$ cat src/rtl/seq_detect_param.sv
// rtl/seq_detect_param.sv - parametrised serial-pattern detector with saturating match count
//
// Purpose: shifts qualified serial bits into a PAT_W-deep history and compares it against
// a runtime-loaded pattern. It supports overlapping or non-overlapping detection.
//
// Ports:
//   clock       in   rising-edge clock
//   reset       in   synchronous active-high reset
//   load        in   latch pattern_in, clear history/fill/count
//   pattern_in  in   [PAT_W-1:0] pattern, first bit in the MSB
//   overlap     in   1 = overlapping detection, 0 = non-overlapping
//   A           in   serial data bit
//   A_valid     in   A is consumed when high
//   match       out  one-cycle detection pulse (registered)
//   Z           out  [CNT_W-1:0] saturating detection count (registered)
//   state       out  [1:0] 00 IDLE, 01 FILL, 10 ARMED (registered)
module seq_detect_param #(
    parameter int PAT_W = 4,
    parameter int CNT_W = 2
) (
    input  logic             clock,
    input  logic             reset,
    input  logic             load,
    input  logic [PAT_W-1:0] pattern_in,
    input  logic             overlap,
    input  logic             A,
    input  logic             A_valid,
    output logic             match,
    output logic [CNT_W-1:0] Z,
    output logic [1:0]       state
);

    localparam int FW = $clog2(PAT_W + 1);
    localparam logic [FW-1:0] FULL = FW'(PAT_W);

    typedef enum logic [1:0] {
        S_IDLE  = 2'b00,
        S_FILL  = 2'b01,
        S_ARMED = 2'b10
    } state_t;

    state_t           state_q;
    logic [PAT_W-1:0] pat_q;
    logic [PAT_W-1:0] hist_q;
    logic [FW-1:0]    fill_q;
    logic [CNT_W-1:0] z_q;
    logic             match_q;

    logic [PAT_W-1:0] hist_d;
    logic [FW-1:0]    fill_d;
    logic             sample;
    logic             detect;

    always_comb begin
        hist_d = {hist_q[PAT_W-2:0], A};
        fill_d = (fill_q == FULL) ? FULL : fill_q + 1'b1;
        // A load on the same edge wins and discards the sample.
        sample = A_valid && !load && (state_q != S_IDLE);
        detect = sample && (fill_d == FULL) && (hist_d == pat_q);
    end

    always_ff @(posedge clock) begin
        if (reset) begin
            state_q <= S_IDLE;
            pat_q   <= '0;
            hist_q  <= '0;
            fill_q  <= '0;
            z_q     <= '0;
            match_q <= 1'b0;
        end else if (load) begin
            state_q <= S_FILL;
            pat_q   <= pattern_in;
            hist_q  <= '0;
            fill_q  <= '0;
            z_q     <= '0;
            match_q <= 1'b0;
        end else begin
            match_q <= detect;
            if (sample) begin
                hist_q <= hist_d;
                if (detect && (z_q != '1)) begin
                    z_q <= z_q + 1'b1;
                end
                // Non-overlap restarts the fill so the next hit needs PAT_W fresh bits.
                if (detect && !overlap) begin
                    fill_q  <= '0;
                    state_q <= S_FILL;
                end else begin
                    fill_q  <= fill_d;
                    state_q <= (fill_d == FULL) ? S_ARMED : S_FILL;
                end
            end
        end
    end

    assign match = match_q;
    assign Z     = z_q;
    assign state = state_q;

endmodule
$ cat config.mk
export PLATFORM = sky130hd
export DESIGN_NAME = seq_detect_param
export DESIGN_NICKNAME = d
export VERILOG_FILES = /design/src/rtl/seq_detect_param.sv
export SDC_FILE = /design/constraint.sdc
export NUM_CORES = 1
export LEC_CHECK = 0
export CAP_MARGIN = 5
export CORE_UTILIZATION = 47
export DETAILED_ROUTE_END_ITERATION = 12
export PLACE_DENSITY = 0.74
export SLEW_MARGIN = 5
export SYNTH_ARGS = -nofsm -noshare
export SYNTH_HDL_FRONTEND = slang
export SYNTH_SLANG_ARGS = --single-unit
$ cat constraint.sdc
create_clock -name clock -period 2.3 [get_ports clock]
set_input_delay 0.46 -clock clock [delete_from_list [all_inputs] [get_ports clock]]
set_output_delay 0.46 -clock clock [all_outputs]
set_load 0.01 [all_outputs]
==> results of run 1 <==
[logic make-up (layout without fill, tap and decap cells)]
kind of cell    Yosys count  count (layout)
mux                      11              11
simple gates             30              30
fa+ha+maj                 3               3
buf+inv                   5              22
xor+xnor                  5               5
compound gates            8               8
flops                    15              15
[worst reg2reg max path: stages (launching register included)]
cell,delay (ns)
dfxtp_1,0.44
inv_1,0.07
ha_1,0.34
or3_4,0.42
nor4_4,0.27
mux2i_1,0.21
[cell usage after synthesis]
master    count
dfxtp_1      15
mux2i_1      11
nor2_1       11
nand2_1       6
xnor2_1       4
a21oi_1       3
ha_1          3
inv_1         3
nor3_1        2
nor4_1        2
a22o_1        1
a22oi_2       1
and2b_2       1
buf_6         1
clkbuf_1      1
nand2b_1      1
nand2b_4      1
nand3b_1      1
nand4_1       1
nor4_4        1
o211ai_1      1
o21ai_0       1
o311a_2       1
or2_2         1
or3_2         1
or3_4         1
xor2_1        1
[report_power, final]
part / switching (uW) / internal, uW / total, uW
Combinational: 26.1 / 33.9 / 60.0
Sequential: 4.97 / 266 / 271
Clock: 82.3 / 67.3 / 150
[final timing paths]
kind,startpoint,endpoint,slack (ns),cells past startpoint
min reg2reg,Z[1],Z[1],0.48,2
max reg2reg,fill_q[0],Z[1],0.49,5
min,Z[1],Z[1],0.48,2
max,fill_q[0],Z[1],0.49,5
[registers in the layout, summed over array words and instances (netlist names)]
signal	count
hist_q	3
pat_q	4
fill_q	3
Z	2
match	1
state	2
[cell type report]
type / instances / area (um^2) / share of cell area [%]
inverter: 3 / 11.26 / 1.208
tap: 16 / 20.02 / 2.148
multi-input combinational: 57 / 426.7 / 45.77
timing repair buffer: 15 / 147.6 / 15.84
sequential: 15 / 300.3 / 32.21
clock buffer: 4 / 26.28 / 2.819
[stage by stage]
step                total power [uW]  area [um^2]  setup WS, ns  cells
floorplan                      311.1        753.2        0.6112     77
global placement               336.0        905.9        0.3054    106
detailed placement             336.8        905.9        0.2738    106
CTS                            487.1        932.1        0.4683    110
global route                   506.7        932.1        0.3697    110
finish                         480.2        932.1        0.4911    110
[per-layer routing]
metal | global-route usage (%) | routed length (um)
met5 | 0 | 0
met3 | 3.879 | 54
met2 | 29.38 | 595
met4 | 9.375 | 20
met1 | 21.58 | 618
==> out/metrics.cfg, run 1 <==
[outcome]
run_status = finished, final reports clean

[clock_network]
holdBufCountCts = 0
clock_path_buffers = 2
cts_setup_buffers = 0
numClockSinks = 15
cts.htree.levels = 1
cts.root.buffer_cell = clkbuf_4
tritoncts = yes
clk_transition_reported_paths_ns = 0.09
insertion_delay_ns = 0.28
cts-buffers-inserted = 3
cts_resized = 0

[worst_setup_path]
timing.critical_path.slowest_cell_delay_ns = 0.44
timing.critical_path.max_delay_family = simple AND/OR/NAND/NOR gates
crit_start_category = flip-flop
timing_worst_setup_path_type = flip-flop to flip-flop
crit_path_max_fanout = 6
cp_cell_sequence = inv_1, ha_1, or3_4, nor4_4, mux2i_1
cp_data_arrival_time_ns = 2.03
worstPathRequired_ns = 2.52
timing.critical_path.to_type = flip-flop
slowest_stage = dfxtp_1
worstPathBufferInverterCount = 1

[floorplan]
floorplan.die.height_um = 42.03
die_width_um = 42.03
rows = 14
start_util_pct = 50.00
core_region_area_um2 = 1506
die-area_um2 = 1767
pin_count = 15

[global_route]
number_of_antenna_violations_at_the_first_check_in_global_routing = 0
grt.overflow.total = 0
wire_length_of_the_first_global_routing_pass_um = 2373
groute.usage.overall_pct = 17.78
grt_start_max_net_pins = 10
vias_in_the_first_global_route = 585

[synth]
yosys.area_share.xor_xnor_pct = 5.814
synth_top_family_by_area = simple AND/OR/NAND/NOR gates
muxShareOfSynthArea_pct = 14.62
netlist-cell-type-count = 27
synth_warnings = 0
syn_area_um2 = 753.2
synth_simple_gate_area_share_pct = 23.26
synthesis.area_per_instance_um2 = 9.782
synthDominantCellAreaShare_pct = 39.87
synthTopCellsByArea = dfxtp_1, mux2i_1, nor2_1
yosysTopAreaCell = dfxtp_1
mapped_nets = 90
synth.ff_latch_count = 15
postSynthCellCount = 77
compound_cell_area_share_of_the_yosys_netlist_pct = 7.973
ys_seq_area_share_pct = 39.87
synth_fa_ha_area_share_pct = 4.983

[worst_hold_path]
worst_hold_path_class = flip-flop to flip-flop

[detailed_routing]
detail_route.drc_violations = 0
detailedRoute.firstPassIterationCount = 4
ant_nets = 0
avgViaCountPerCell = 5.318
route.vias.total = 585
post_drt_wl_per_cell_um = 11.72
routed_wirelength_um = 1289
drt_iter0_markers = 9

[timing]
drv_slew = 0
worst_slew_pin_slew_ns = 0.4722
fmaxAchievable_mhz = 552.8
final-setup-viol-count = 0
final.period_utilization_pct = 78.65
fin_tns_setup_ns = 0
worst_clock_skew_ns = 0.001818
fin_worst_hold_slack_ns = 0.4813
timing_hold_violations_final = 0
final_period_minus_worst_setup_slack_ns = 1.809
rsz_0062_raised_after_global_routing = no
slew-limit-headroom_pct = 68.40

[power]
p_leak_uw = 0.0003524
power_density_nw_per_um2 = 515.2
ir_drop_uv = 349.1

[final_layout]
fillers = 133
final_net_count = 108
mostFrequentLayoutCell = dfxtp_1
post_route_cells_drive_above_1_share_pct = 12.77
area_delta_synth_final_pct = 23.75
finish.utilization_pct = 61.88
top_library_cells_by_usage_in_the_layout_fill_and_taps_aside = dfxtp_1, clkdlybuf4s50_1, mux2i_1, nor2_1, nand2_1
n_antenna_cell = 0

[placement]
detailedPlacementHpwl_um = 981.5
place.gp.congestion = 0.7433
io_buffers = 14

[run]
drv.max_cap_violation_count = 0

Power figures use the tool's default switching activity.
==> inputs of run 2 (changes only) <==
- clock period: 2.3 -> 1.85 ns (I/O delays scaled with it)
==> out/metrics.cfg, run 2 (synthesized netlist as in run 1, its figures left out) <==
[clock_network]
insertion_delay_ns = 0.28
cts.htree.levels = 1
cts-buffers-inserted = 3
cts_setup_buffers = 0
holdBufCountCts = 0
clk_transition_reported_paths_ns = 0.09
tritoncts = yes
numClockSinks = 15
cts_resized = 0
cts.root.buffer_cell = clkbuf_4
clock_path_buffers = 2

[placement]
io_buffers = 14
dp.cells = 112
detailedPlacementHpwl_um = 1060
place.gp.congestion = 0.8142

[floorplan]
pin_count = 15
floorplan.die.height_um = 42.03
die_width_um = 42.03
die-area_um2 = 1767
core_region_area_um2 = 1506
start_util_pct = 50.00
rows = 14

[detailed_routing]
route.vias.total = 586
wl_met2_um = 601
detail_route.drc_violations = 0
highest_layer = met4
met3WireLength_um = 44
drt_iter0_markers = 1
post_drt_wl_per_cell_um = 11.32
routed_wirelength_um = 1313
ant_nets = 0
avgViaCountPerCell = 5.052
detailedRoute.firstPassIterationCount = 4
post_route_m1_wl_um = 618

[global_route]
groute.usage.overall_pct = 17.16
grt_start_max_net_pins = 10
grt.overflow.total = 0
wire_length_of_the_first_global_routing_pass_um = 2180
vias_in_the_first_global_route = 524
number_of_antenna_violations_at_the_first_check_in_global_routing = 0

[run]
drv.max_cap_violation_count = 0

[final_layout]
area_taken_by_multi_input_logic_gates_um2 = 426.7
mostFrequentLayoutCell = dfxtp_1
post_route_cells_drive_above_1_share_pct = 19.00
biggestRegsByFlops = pat_q: 4 flops, fill_q: 3 flops, hist_q: 3 flops
top_register = pat_q
final_net_count = 114
top_library_cells_by_usage_in_the_layout_fill_and_taps_aside = dfxtp_1, clkdlybuf4s50_1, mux2i_1, nor2_1, buf_4
n_antenna_cell = 0
fillers = 135
seq_area_um2 = 300.3
largest_register_ffs = 4
area_delta_synth_final_pct = 29.90
finish.cell_count_without_fillers = 116

[timing]
slew-limit-headroom_pct = 79.44
drv_slew = 0
timing_hold_violations_final = 0
fmaxAchievable_mhz = 592.5
final-setup-viol-count = 0
worst_slew_pin_slew_ns = 0.3051
fin_worst_hold_slack_ns = 0.4952
final_period_minus_worst_setup_slack_ns = 1.688
rsz_0062_raised_after_global_routing = no
fin_tns_setup_ns = 0
final.period_utilization_pct = 91.24
worst_clock_skew_ns = 0.001390

[worst_setup_path]
timing_worst_setup_path_type = flip-flop to flip-flop
r2r_start = fill_q[1]
timing.critical_path.max_delay_family = simple AND/OR/NAND/NOR gates
startpoint = fill_q[1]
worstPathBufferInverterCount = 1
crit_path_max_fanout = 3
cp_data_arrival_time_ns = 1.90
crit_cells = 5
reg2reg_depth = 5
cp_cell_sequence = inv_1, ha_1, or3_4, nor4_4, mux2i_1
worstPathRequired_ns = 2.07
timing.critical_path.slowest_cell_delay_ns = 0.42
crit_start_category = flip-flop
reg2reg_setup_slack_ns = 0.16
endpoint = Z[0]
rr_endpoint = Z[0]
timing.critical_path.to_type = flip-flop
slowest_stage = or3_4

[power]
power_density_nw_per_um2 = 619.3
ir_drop_uv = 489.9
totalPowerFinal_uw = 605.9
p_leak_uw = 0.0003850

[outcome]
run_status = finished, final reports clean

[worst_hold_path]
worst_hold_path_class = flip-flop to flip-flop

-- run 2: cell count changes in the layout (fill, tap and decap cells not counted), sizes merged --
cell and change:
clkinv +1, buf +6, clkbuf -1
-- run 2: cell type report --
cell class	count	area share, %
clock buffers	3	2.302
clock inverters	1	0.5115
inverters	3	1.151
multi-input cells	57	43.61
flip-flops and latches	15	30.69
well taps	16	2.046
repair buffers	21	19.69
-- run 2: worst min-delay path, cell delays in order, from the launching register on --
cell	delay, ns
dfxtp_1	0.34
nand2_1	0.06
mux2i_1	0.06
-- run 2: per-stage QoR --
| step | utilization, % | setup slack, ns | cell area, um^2 |
|---|---|---|---|
| after detailed placement | 63.12 | -0.08917 | 950.9 |
| after global routing | 64.95 | 0.01784 | 978.4 |
| after global placement | 63.12 | -0.04173 | 950.9 |
| final | 64.95 | 0.1621 | 978.4 |
| after floorplan | - | 0.1612 | 753.2 |
| after CTS | 64.95 | 0.1421 | 978.4 |
-- run 2: worst min path at each step --
stage / cells after the start / to / from
global placement: 2 / Z[1] / Z[1]
CTS: 2 / state[1] / state[1]
detailed placement: 2 / state[1] / state[1]
finish: 2 / Z[1] / Z[1]
global route: 2 / state[1] / state[1]
floorplan: 1 / pat_q[0] / reset
-- run 2: layer usage --
metal | vias to the layer above | GRT usage [%]
met5 | - | 0
met4 | 0 | 15.00
li1 | 312 | -
met2 | 13 | 25.00
met1 | 257 | 21.92
met3 | 4 | 2.586
-- run 2: power breakdown --
group / internal (uW) / switching (uW)
combinational: 48.0 / 34.3
sequential: 330 / 5.38
clock: 80.4 / 108
total: 459 / 147
==> inputs of run 3 (changes only) <==
- CORE_MARGIN: not set -> 5
==> out/metrics.cfg, run 3 (synthesized netlist as in run 1, its figures left out) <==
[timing]
final_period_minus_worst_setup_slack_ns = 1.666
final.period_utilization_pct = 90.05
rsz_0062_raised_after_global_routing = no
fin_tns_setup_ns = 0
drv_slew = 0
fmaxAchievable_mhz = 600.2
slew-limit-headroom_pct = 79.94
worst_clock_skew_ns = 0.009357
worst_slew_pin_slew_ns = 0.2978
timing_hold_violations_final = 0
final-setup-viol-count = 0

[worst_setup_path]
crit_start_category = flip-flop
timing.critical_path.to_type = flip-flop
slowest_stage = or3_4
worstPathRequired_ns = 2.07
timing.critical_path.slowest_cell_delay_ns = 0.42
timing_worst_setup_path_type = flip-flop to flip-flop
timing.critical_path.max_delay_family = simple AND/OR/NAND/NOR gates
cp_data_arrival_time_ns = 1.88
worstPathBufferInverterCount = 1
cp_cell_sequence = inv_1, ha_1, or3_4, nor4_4, mux2i_1
crit_path_max_fanout = 3

[clock_network]
numClockSinks = 15
holdBufCountCts = 0
cts_setup_buffers = 0
clock_path_buffers = 2
cts.root.buffer_cell = clkbuf_4
cts_resized = 0
insertion_delay_ns = 0.28
tritoncts = yes
cts.htree.levels = 1
clk_transition_reported_paths_ns = 0.09
cts-buffers-inserted = 3

[floorplan]
core_region_area_um2 = 1506
floorplan.die.height_um = 50.03
die_width_um = 50.03
rows = 14
start_util_pct = 50.00
die-area_um2 = 2503
pin_count = 15

[placement]
io_buffers = 14
detailedPlacementHpwl_um = 1124
place.gp.congestion = 0.7851
placed_area_um2 = 950.9
dp.cells = 112

[global_route]
grt_start_max_net_pins = 10
vias_in_the_first_global_route = 595
grt.overflow.total = 0
number_of_antenna_violations_at_the_first_check_in_global_routing = 0
groute.usage.overall_pct = 12.61
wire_length_of_the_first_global_routing_pass_um = 2477

[final_layout]
biggestRegsByFlops = pat_q: 4 flops, fill_q: 3 flops, hist_q: 3 flops
area_taken_by_multi_input_logic_gates_um2 = 426.7
finish.utilization_pct = 64.87
finish.cell_count_without_fillers = 116
top_register = pat_q
top_library_cells_by_usage_in_the_layout_fill_and_taps_aside = dfxtp_1, clkdlybuf4s50_1, mux2i_1, nor2_1, buf_4
mostFrequentLayoutCell = dfxtp_1
layout.cell_area.non_filler_um2 = 977.2
final_net_count = 114
n_antenna_cell = 0
area_delta_synth_final_pct = 29.73
seq_area_um2 = 300.3
fillers = 138
post_route_cells_drive_above_1_share_pct = 18.00
largest_register_ffs = 4

[power]
p_leak_uw = 0.0003823
totalPowerFinal_uw = 601.4
ir_drop_uv = 368.8
power_density_nw_per_um2 = 615.5

[worst_hold_path]
worst_hold_path_class = flip-flop to flip-flop

[detailed_routing]
ant_nets = 0
detail_route.drc_violations = 0
route.vias.total = 583
avgViaCountPerCell = 5.026
post_drt_wl_per_cell_um = 12.04
detailedRoute.firstPassIterationCount = 4
drt_iter0_markers = 5
routed_wirelength_um = 1397

[run]
drv.max_cap_violation_count = 0

[outcome]
run_status = finished, final reports clean

run 3: worst reg2reg max path: cells and delay by family, from the launching register on:
| family | cells | cell delay (ns) |
|---|---|---|
| adder cells (fa/ha/maj) | 1 | 0.29 |
| buffers and inverters | 1 | 0.05 |
| flip-flops | 1 | 0.36 |
| multiplexers | 1 | 0.22 |
| AND/OR/NAND/NOR | 2 | 0.70 |
run 3: report_power, final:
part	switching [uW]	internal, uW
combinational	34.5	48.0
sequential	5.58	330
clock	99.5	83.6
total	140	462
run 3: path summary, 6_finish.rpt:
check | startpoint | endpoint | slack, ns | depth (start not counted)
setup / recovery | fill_q[1] | Z[0] | 0.18 | 5
hold / removal | Z[1] | Z[1] | 0.49 | 2
setup reg to reg | fill_q[1] | Z[0] | 0.18 | 5
hold reg to reg | Z[1] | Z[1] | 0.49 | 2
run 3: cell type report:
type / instances / area share, %
Tap cell: 16 / 2.049
Multi-Input combinational cell: 57 / 43.66
Inverter: 3 / 1.152
Timing Repair Buffer: 21 / 19.72
Sequential cell: 15 / 30.73
Clock buffer: 4 / 2.689
run 3: per-layer routing:
metal  routed length [um]  part of all wire [%]  vias to the layer above  GRT usage, %
li1                     -                     -                      312             -
met1                  632                    45                      253         14.83
met2                  653                    47                       16         20.71
met3                   98                   7.0                        2         3.916
met4                   13                  0.93                        0         5.240
met5                    0                     0                        -             0
run 3: metrics by stage:
step | worst slack, ns | hold WS [ns]
after floorplan | 0.1612 | 0.4424
after global placement | -0.04291 | 0.4708
after detailed placement | -0.1012 | 0.4813
after CTS | 0.1679 | 0.4944
after global routing | 0.06114 | 0.5289
final | 0.1840 | 0.4899
